<file path="config.mk">
export PLATFORM = sky130hd
export DESIGN_NAME = mul_issue_arbiter_flat
export DESIGN_NICKNAME = d
export VERILOG_FILES = /design/src/rtl/mul_issue_pkg.sv /design/src/rtl/mul_issue_arbiter_if.sv /design/src/rtl/rr_picker.sv /design/src/rtl/mul_issue_arbiter.sv /design/src/flat_wrapper.sv
export SDC_FILE = /design/constraint.sdc
export NUM_CORES = 1
export LEC_CHECK = 0
export CAP_MARGIN = 20
export CORE_MARGIN = 8
export CORE_UTILIZATION = 35
export DETAILED_ROUTE_END_ITERATION = 16
export PLACE_DENSITY = 0.75
export SYNTH_ARGS = -nofsm -noshare
export SYNTH_HDL_FRONTEND = slang
export SYNTH_SLANG_ARGS = --single-unit
</file>
<file path="constraint.sdc">
create_clock -name clk -period 3.9 [get_ports clk]
set_clock_uncertainty 0.05 [all_clocks]
set_input_delay 0.78 -clock clk [delete_from_list [all_inputs] [get_ports clk]]
set_output_delay 0.78 -clock clk [all_outputs]
set_load 0.02 [all_outputs]
</file>
<file path="src/rtl/mul_issue_pkg.sv">
// Shared types and the round-robin pick helper for the multiplier issue arbiter and
// the CDB arbiter that reuses it.
package mul_issue_pkg;

  localparam int unsigned N_REQ_DEF             = 4;
  localparam int unsigned BW_PROCESSOR_DATA_DEF = 32;
  localparam int unsigned BW_TAG_DEF            = 1;
  localparam int unsigned BW_GRANT              = $clog2(N_REQ_DEF);

  // Widest requester vector the pick helper handles.
  localparam int unsigned MAX_REQ = 32;
  localparam int unsigned IDX_W   = 5;

  typedef struct packed {
    logic [BW_TAG_DEF-1:0]                  tag;
    logic [1:0][BW_PROCESSOR_DATA_DEF-1:0] v;
  } mul_op_t;

  typedef struct packed {
    logic             found;
    logic [IDX_W-1:0] idx;
  } rr_pick_t;

  // First valid index scanning ptr, ptr+1 .. ptr+n-1 (mod n).
  function automatic rr_pick_t rr_pick(input logic [MAX_REQ-1:0] valid,
                                       input logic [IDX_W-1:0]   ptr,
                                       input int unsigned        n);
    rr_pick_t    r;
    int unsigned k;
    r = '0;
    for (int unsigned i = 0; i < MAX_REQ; i++) begin
      if (i < n) begin
        k = 32'(ptr) + i;
        if (k >= n) k = k - n;
        if (!r.found && valid[k[IDX_W-1:0]]) begin
          r.found = 1'b1;
          r.idx   = k[IDX_W-1:0];
        end
      end
    end
    return r;
  endfunction

endpackage

</file>
<file path="src/rtl/mul_issue_arbiter_if.sv">
// Issue-side bundle: RS requester handshakes in, one held op out to the multiplier.
interface mul_issue_arbiter_if #(
  parameter int unsigned N_REQ             = 4,
  parameter int unsigned BW_PROCESSOR_DATA = 32,
  parameter int unsigned BW_TAG            = 1
);
  localparam int unsigned SEL_W = $clog2(N_REQ);

  logic [N_REQ-1:0]                     req_valid;
  logic [N_REQ-1:0]                     req_ready;
  logic [N_REQ*BW_TAG-1:0]              req_tag;
  logic [N_REQ*2*BW_PROCESSOR_DATA-1:0] req_v;
  logic                                 mul_valid;
  logic                                 mul_ready;
  logic [BW_TAG-1:0]                    mul_tag;
  logic [2*BW_PROCESSOR_DATA-1:0]       mul_v;
  logic [SEL_W-1:0]                     grant_id;

  // Requesters plus the multiplier side.
  modport master (
    output req_valid, req_tag, req_v, mul_ready,
    input  req_ready, mul_valid, mul_tag, mul_v, grant_id
  );

  // The arbiter.
  modport slave (
    input  req_valid, req_tag, req_v, mul_ready,
    output req_ready, mul_valid, mul_tag, mul_v, grant_id
  );
endinterface

</file>
<file path="src/rtl/rr_picker.sv">
// Combinational round-robin select: first valid requester at or after ptr.
module rr_picker
  import mul_issue_pkg::*;
#(
  parameter int unsigned N_REQ = 4,
  localparam int unsigned SEL_W = $clog2(N_REQ)
) (
  input  logic [N_REQ-1:0] valid,
  input  logic [SEL_W-1:0] ptr,
  output logic [SEL_W-1:0] sel,
  output logic             any_valid
);

  rr_pick_t pick;

  always_comb begin
    pick      = rr_pick(MAX_REQ'(valid), IDX_W'(ptr), N_REQ);
    sel       = SEL_W'(pick.idx);
    any_valid = pick.found;
  end

endmodule

</file>
<file path="src/rtl/mul_issue_arbiter.sv">
// Round-robin issue of one RS operand pair per cycle into a single held output register
// that drives the multiplier's valid/ready port.
module mul_issue_arbiter
  import mul_issue_pkg::*;
#(
  parameter int unsigned N_REQ             = N_REQ_DEF,
  parameter int unsigned BW_PROCESSOR_DATA = BW_PROCESSOR_DATA_DEF,
  parameter int unsigned BW_TAG            = BW_TAG_DEF
) (
  input logic               clk,
  input logic               rst_n,
  mul_issue_arbiter_if.slave bus
);

  localparam int unsigned SEL_W = $clog2(N_REQ);
  localparam int unsigned VW    = 2 * BW_PROCESSOR_DATA;

  logic [SEL_W-1:0]  ptr_q, ptr_d, sel, grant_q;
  logic              valid_q, load, any_valid, cen;
  logic [BW_TAG-1:0] tag_q;
  logic [VW-1:0]     v_q;
  logic [N_REQ-1:0]  ready;

  rr_picker #(
    .N_REQ(N_REQ)
  ) u_picker (
    .valid    (bus.req_valid),
    .ptr      (ptr_q),
    .sel      (sel),
    .any_valid(any_valid)
  );

  // The register may reload in the same cycle the multiplier takes the old op.
  always_comb begin
    load       = !valid_q || bus.mul_ready;
    cen        = load && any_valid && rst_n;
    ready      = '0;
    if (cen) ready[sel] = 1'b1;
    ptr_d      = (sel == SEL_W'(N_REQ - 1)) ? '0 : sel + 1'b1;
  end

  always_ff @(posedge clk) begin
    if (!rst_n) begin
      valid_q <= 1'b0;
      tag_q   <= '0;
      v_q     <= '0;
      grant_q <= '0;
      ptr_q   <= '0;
    end else begin
      if (load) valid_q <= any_valid;
      if (cen) begin
        tag_q   <= bus.req_tag[int'(sel) * BW_TAG +: BW_TAG];
        v_q     <= bus.req_v[int'(sel) * VW +: VW];
        grant_q <= sel;
        ptr_q   <= ptr_d;
      end
    end
  end

  assign bus.req_ready = ready;
  assign bus.mul_valid = valid_q;
  assign bus.mul_tag   = tag_q;
  assign bus.mul_v     = v_q;
  assign bus.grant_id  = grant_q;

endmodule

</file>
<file path="src/flat_wrapper.sv">
// flat-port wrapper written by rule: the top's interface ports become plain ports
module mul_issue_arbiter_flat import mul_issue_pkg::*;
#(
  parameter int unsigned N_REQ             = N_REQ_DEF,
  parameter int unsigned BW_PROCESSOR_DATA = BW_PROCESSOR_DATA_DEF,
  parameter int unsigned BW_TAG            = BW_TAG_DEF
)
  (clk, rst_n, bus_req_valid, bus_req_tag, bus_req_v, bus_mul_ready, bus_req_ready, bus_mul_valid, bus_mul_tag, bus_mul_v, bus_grant_id);
  mul_issue_arbiter_if #(.N_REQ(N_REQ), .BW_PROCESSOR_DATA(BW_PROCESSOR_DATA), .BW_TAG(BW_TAG)) bus_i ();
  input logic clk;
  input logic rst_n;
  input wire logic [$bits(bus_i.req_valid)-1:0] bus_req_valid;
  input wire logic [$bits(bus_i.req_tag)-1:0] bus_req_tag;
  input wire logic [$bits(bus_i.req_v)-1:0] bus_req_v;
  input wire logic [$bits(bus_i.mul_ready)-1:0] bus_mul_ready;
  output wire logic [$bits(bus_i.req_ready)-1:0] bus_req_ready;
  output wire logic [$bits(bus_i.mul_valid)-1:0] bus_mul_valid;
  output wire logic [$bits(bus_i.mul_tag)-1:0] bus_mul_tag;
  output wire logic [$bits(bus_i.mul_v)-1:0] bus_mul_v;
  output wire logic [$bits(bus_i.grant_id)-1:0] bus_grant_id;
  assign bus_i.req_valid = bus_req_valid;
  assign bus_i.req_tag = bus_req_tag;
  assign bus_i.req_v = bus_req_v;
  assign bus_i.mul_ready = bus_mul_ready;
  assign bus_req_ready = bus_i.req_ready;
  assign bus_mul_valid = bus_i.mul_valid;
  assign bus_mul_tag = bus_i.mul_tag;
  assign bus_mul_v = bus_i.mul_v;
  assign bus_grant_id = bus_i.grant_id;
  mul_issue_arbiter #(.N_REQ(N_REQ), .BW_PROCESSOR_DATA(BW_PROCESSOR_DATA), .BW_TAG(BW_TAG)) u_core (.clk(clk), .rst_n(rst_n), .bus(bus_i));
endmodule
</file>
# --- Yosys cells after proc, flatten, opt, wreduce, memory -nomap -nowiden ---
# Index checks and enable logic that the tools add are counted.
# W data, S select, Z words.
totals:
  reg_bits: 70
  inputBits: 267
  output_inout_bits: 72
op_classes:
  addsub: 8
  n_lt_le_gt_ge: 10
  n_eq_ne: 1
  shift: 2
  muxes: 20
  n_reduce_logical: 11
ops:
  columns: ["cell", "count"]
  rows:
  - ["$shiftx A256 B9 Y64", 1]
  - ["$lt A5 B6 Y1 const B", 4]
  - ["$mux W6", 4]
  - ["$bmux W1 S5", 4]
  - ["$mux W5", 4]
  - ["$sub A3 B3 Y4 const B", 3]
  - ["$ge A3 B3 Y1 const B", 3]
  - ["$add A2 B2 Y3 const B", 2]
  - ["$logic_and A1 B1 Y1", 6]
  - ["$mux W1", 5]
  - ["$logic_not A1 Y1", 4]
  - ["$mux W4", 1]
  - ["$shiftx A4 B3 Y1", 1]
  - ["$sub A2 B3 Y4 const B", 1]
  - ["$add A2 B1 Y3 const B", 1]
  - ["$ge A2 B3 Y1 const B", 1]
  - ["$lt A2 B3 Y1 const B", 1]
  - ["$add A2 B1 Y2 const B", 1]
  - ["$demux W1 S2", 1]
  - ["$eq A2 B2 Y1 const B", 1]
  - ["$ge A2 B1 Y1 const B", 1]
  - ["$mux W2", 1]
  - ["$logic_or A1 B1 Y1", 1]

# --- Depth between registers and ports, before layout ---
logic_depth:
  word_depth: 19
  mapped_depth: 15

# --- By module ---
# Synthesis repeated with hierarchy kept, for this count alone.
unflattened:
  hier_cells: 291
  hier_area_um2: 4078.9
modules_own_cells:
  columns: ["mod", "n_inst", "cells_each", "area_per_inst_um2", "seq_area_each_um2"]
  rows:
  - ["mul_issue_arbiter", 1, 252, 3768.6, 1401.3]
  - ["rr_picker", 1, 39, 310.3, 0.0]

# --- Worst setup path after synthesis ---
# OpenSTA, ideal clock, no wires.
synth_timing:
  path_type: "flip-flop to output port"
  from: "register u_core.ptr_q[0]"
  to: "output bus_req_ready[3]"
  t_arrival_ps: 3092
  t_required_ps: 3070
  slack_ps: -22
  stages_incl_launch_ff: 15
  n_path_buf: 4
  cell_sequence: "dfxtp_1 -> buf_2 -> buf_2 -> inv_1 -> ha_1 -> mux2_1 -> a22o_4 -> nand2_4 -> or4b_4 -> nand2_2 -> buf_6 -> buf_8 -> inv_2 -> ha_1 -> and2_1"
synth_between:
  elab_chain_len: 19
synth_rtl:
  columns: ["item", "line", "text"]
  rows:
  - ["start, declared", "mul_issue_arbiter.sv:18", "logic [SEL_W-1:0] ptr_q, ptr_d, sel, grant_q;"]
  - ["start signal, assigned", "mul_issue_arbiter.sv:55", "ptr_q <= ptr_d;"]
  - ["branches (longest 13 deep; another with $sub A3 B3 Y4)", null, null]
  - ["$mux W6 (*)", "mul_issue_pkg.sv:35", "if (!r.found && valid[k[IDX_W-1:0]]) begin"]
  - ["$lt A2 B3 Y1 (not written as such) / $ge A2 B1 Y1 (equally long branches)", "mul_issue_arbiter.sv:38", "if (cen) ready[sel] = 1'b1;"]
  - ["$logic_and A1 B1 Y1 (not written as such)", "mul_issue_arbiter.sv:38", null]
  - ["$mux W1 (not written as such)", "mul_issue_arbiter.sv:38", null]
  - ["$demux W1 S2", null, null]
  - ["$mux W4 (*)", "mul_issue_arbiter.sv:38", null]
  - ["end, declared", "flat_wrapper.sv:16", "output wire logic [$bits(bus_i.req_ready)-1:0] bus_req_ready;"]
# Every way passes the cells marked *. The select of a mux whose other input is x is not followed.

# --- Worst setup path after layout ---
layout_timing:
  from: "input bus_req_valid[3]"
  to: "output bus_req_ready[2]"
layout_between:
  elab_chain_len: 17
layout_rtl:
  columns: ["item", "line", "text"]
  rows:
  - ["start, declared", "flat_wrapper.sv:12", "input wire logic [$bits(bus_i.req_valid)-1:0] bus_req_valid;"]
  - ["$bmux W1 S5", "mul_issue_pkg.sv:35", null]
  - ["$mux W1 (not written as such)", "mul_issue_pkg.sv:35", null]
  - ["$mux W6", "mul_issue_pkg.sv:35", null]
  - ["$logic_not A1 Y1", "mul_issue_pkg.sv:35", null]
  - ["$logic_and A1 B1 Y1", "mul_issue_pkg.sv:35", null]
  - ["$mux W6", "mul_issue_pkg.sv:35", null]
  - ["$logic_not A1 Y1", "mul_issue_pkg.sv:35", null]
  - ["$logic_and A1 B1 Y1", "mul_issue_pkg.sv:35", null]
  - ["$mux W6", "mul_issue_pkg.sv:35", null]
  - ["$logic_not A1 Y1", "mul_issue_pkg.sv:35", null]
  - ["$logic_and A1 B1 Y1", "mul_issue_pkg.sv:35", null]
  - ["$mux W6 (*)", "mul_issue_pkg.sv:35", null]
  - ["$lt A2 B3 Y1 (not written as such) / $ge A2 B1 Y1 (equally long branches)", "mul_issue_arbiter.sv:38", null]
  - ["$logic_and A1 B1 Y1 (not written as such)", "mul_issue_arbiter.sv:38", null]
  - ["$mux W1 (not written as such)", "mul_issue_arbiter.sv:38", null]
  - ["$demux W1 S2", null, null]
  - ["$mux W4 (*)", "mul_issue_arbiter.sv:38", null]
# Mark *: on every way between the ends. The rest lies on a longest branch, timed or not. The select of a mux whose other input is x is not followed.

==> metrics.cfg <==
[run_status]
status=finished, final reports clean

[power]
ir_worst_vdd_uv=381
p_seq_share_pct=19.7
p_leak_nw=4.37
p_comb_share_pct=65.8
p_per_area_nw_per_um2=588
p_sw_w=0.00254
swShare_pct=44.0
internal-power_w=0.00323
clkPwrFrac_pct=14.5

[sta]
slew_viol_final=0
max_freq_ghz=0.262
rsz0062_at_grt=false
max_slew.worst_pin.slew_ns=0.880
worst_hold_slack_ns=0.402
relSlewSlack_pct=41.3
layout_min_cycle_time_ns=3.82
post-route-period-util_pct=98.0
finalHoldViolations=0
setup-violations-final=0

[synthesis]
netlist_instances=808
ys_seq_area_share_pct=24.0
syn_area_um2=5830
synth_seq_cells=70
synth.top_cell.area_share_pct=24.0
ys_warn_count=0
postSynthAreaPerCell_um2=7.21
synth_cell_types=45
synth.net_count=1080
synth_area_leader_cell=dfxtp_1
ys_top_cells_by_area=dfxtp_1 24%, nand2_1 13%, a211o_1 9.9%

[route]
vias=7513
routedWlPerCell_um=20.3
via_per_inst=5.57
antenna_left=0
post-route-drc-count=0
drt_wl_total_um=27300
drtIter0Drc=332
firstDrtPassIters=5

[global_routing]
met1_usage_pct=27.1
overflow=0
antenna_found_initial=3
grt_usage_pct=24.6
grt-busiest-layer=met2
grt_pass1_wl_um=41800
grt_pass1_vias=7457
grt_use_met3_pct=7.59
met2_usage_pct=42.5
grt_max_degree=72

[critical_path]
crit_type=in2out
slowest_delay_ns=0.46
critical_path_arrival_ns=2.99
cp_slowest_cell=clkdlybuf4s50_1
cp-start-kind=primary input
worstPathMaxFanout=4
path_cells=clkdlybuf4s50_1, mux2_1, a22o_4, nand2_4, or4b_4, buf_4, a21oi_4, dlygate4sd2_1
end_kind=output pin
crit_required_ns=3.07

[floorplanning]
fp.dieH_um=145
initial_core_util_pct=35.5
core_area_um2=16400
io_pins=339
num_rows=47
dieArea_um2=21000
die_w_um=145

[clock_network]
cts_tree=done
cts_max_path_buffers=2
post_cts_buffers=0
clk_pin_slew_ns=0.06
clockRootBuffer=clkbuf_16
clock_latency_ns=0.33
htreeDepth=3
cts_buffers=9
cts.sinks=70

[final_layout]
utilization_pct=59.8
layout-drive-gt1-share_pct=7.47
area_growth_pct=68.5
final_nets=1392

[placed_design]
port_buffers=338
place_congestion=0.881
place_hpwl_um=20100

[worst_hold_path]
min_path_type=reg2reg

[flow_run]
cap_viol_max_count=0

[cell usage in the layout (no fill, tap or decap), types with 2 or more instances in the layout]
cell type          n
nand2_2            3
a21oi_1            3
dlygate4sd2_1      3
and3_1            66
clkbuf_16          9
diode_2            4
mux2_1             2
buf_12             5
o21ai_4            2
clkdlybuf4s50_1  334
and2_1             2
buf_4             44
inv_1             68
a211o_1           65
a311oi_1          65
nand2b_1           2
o21a_2             2
ha_1               4
o31ai_1           65
mux2i_1            4
nor2_1             9
clkinv_2           4
a22o_1             2
a211oi_1          65
o21ai_0            3
dfxtp_1           69
nand2_1          200
[power groups by stage]
stage	sequential (W)	combinational, W	clock, W
floorplan	0.00147	0.00195	0
global placement	0.00114	0.00377	0
detailed placement	0.00115	0.00381	0
CTS	0.00114	0.00382	0.000862
global route	0.00117	0.00408	0.000890
finish	0.00114	0.00380	0.000839
[state kept, by name (all words and copies together), names as in the netlist]
register	count
u_core.bus.mul_v	64
u_core.ptr_q	2
u_core.bus.mul_tag	1
u_core.bus.mul_valid	1
u_core.bus.grant_id	2
[kinds of logic after synthesis]
logic type | Yosys count | synth area share (%)
mux | 8 | 1.52
simple gates | 292 | 22.9
compound gates | 278 | 38.6
fa+ha+maj | 5 | 1.07
buf+inv | 155 | 11.8
flops | 70 | 24.0
[final cells by class]
cell class / count / area [µm²]
Fill cell: 1482 / 6590
Inverter: 69 / 259
Sequential cell: 70 / 1410
Clock buffer: 10 / 239
Antenna cell: 4 / 10.0
Multi-Input combinational cell: 583 / 3770
Tap cell: 220 / 275
Timing Repair Buffer: 387 / 3800
Clock inverter: 5 / 50.0
[synthesized netlist by cell type, drive strengths merged]
| library cell | instances |
|---|---|
| or4b | 1 |
| a311oi | 65 |
| clkbuf | 42 |
| buf | 44 |
| nor4b | 1 |
| a21boi | 1 |
| ha | 5 |
| nand3b | 1 |
| nand2b | 2 |
| nand3 | 1 |
| a21o | 1 |
| nor2 | 9 |
| dfxtp | 70 |
| and2 | 2 |
| a22o | 3 |
| mux2 | 4 |
| o21a | 2 |
| inv | 69 |
| nor2b | 1 |
| and3 | 66 |
| nand2 | 204 |
| a211o | 66 |
| or3 | 1 |
| nor3 | 2 |
| o21ai | 5 |
| nand4b | 1 |
| mux2i | 4 |
| a221o | 1 |
| a21oi | 4 |
| a211oi | 65 |
| o31ai | 65 |
[routing by layer]
layer,vias up,wire length (µm)
met5,-,0
met4,0,1050
met3,51,2490
met2,314,13300
met1,3527,10500
li1,3621,-
[final timing paths]
path | start | to | slack (ns) | cells past startpoint
worst min-delay path | u_core.bus.grant_id[1]$_SDFFE_PN0P_ | u_core.bus.grant_id[1]$_SDFFE_PN0P_ | 0.40 | 2
worst max register to register | u_core.ptr_q[0]$_SDFFE_PN0P_ | u_core.bus.mul_tag$_SDFFE_PN0P_ | 0.45 | 11
worst min register to register | u_core.bus.grant_id[1]$_SDFFE_PN0P_ | u_core.bus.grant_id[1]$_SDFFE_PN0P_ | 0.40 | 2
worst max-delay path | bus_req_valid[3] | bus_req_ready[2] | 0.08 | 8
[through the flow]
step	std cells	instance area, µm²	TNS [ns]	total power [W]	worst slack (ns)
CTS	1344	9810	0	0.00582	0.000739
global route	1348	9820	0	0.00614	0.0299
global placement	1329	9530	-0.486	0.00491	-0.205
detailed placement	1329	9530	-0.560	0.00496	-0.246
finish	1348	9820	0	0.00577	0.0790
floorplan	808	5830	0	0.00342	0.0415
[worst max-delay path, delay by kind of cell]
family | cells | cell delay [ns]
AO/OA/AOI/OAI | 2 | 0.39
multiplexers | 1 | 0.31
buffers and inverters | 3 | 0.98
AND/OR/NAND/NOR | 2 | 0.52
[what timing repair did]
action,4_1_cts,5_1_grt
gates resized for setup,5,1
setup endpoints to repair,4,1
hold buffers,0,0
(Power assumes the default switching activity.)
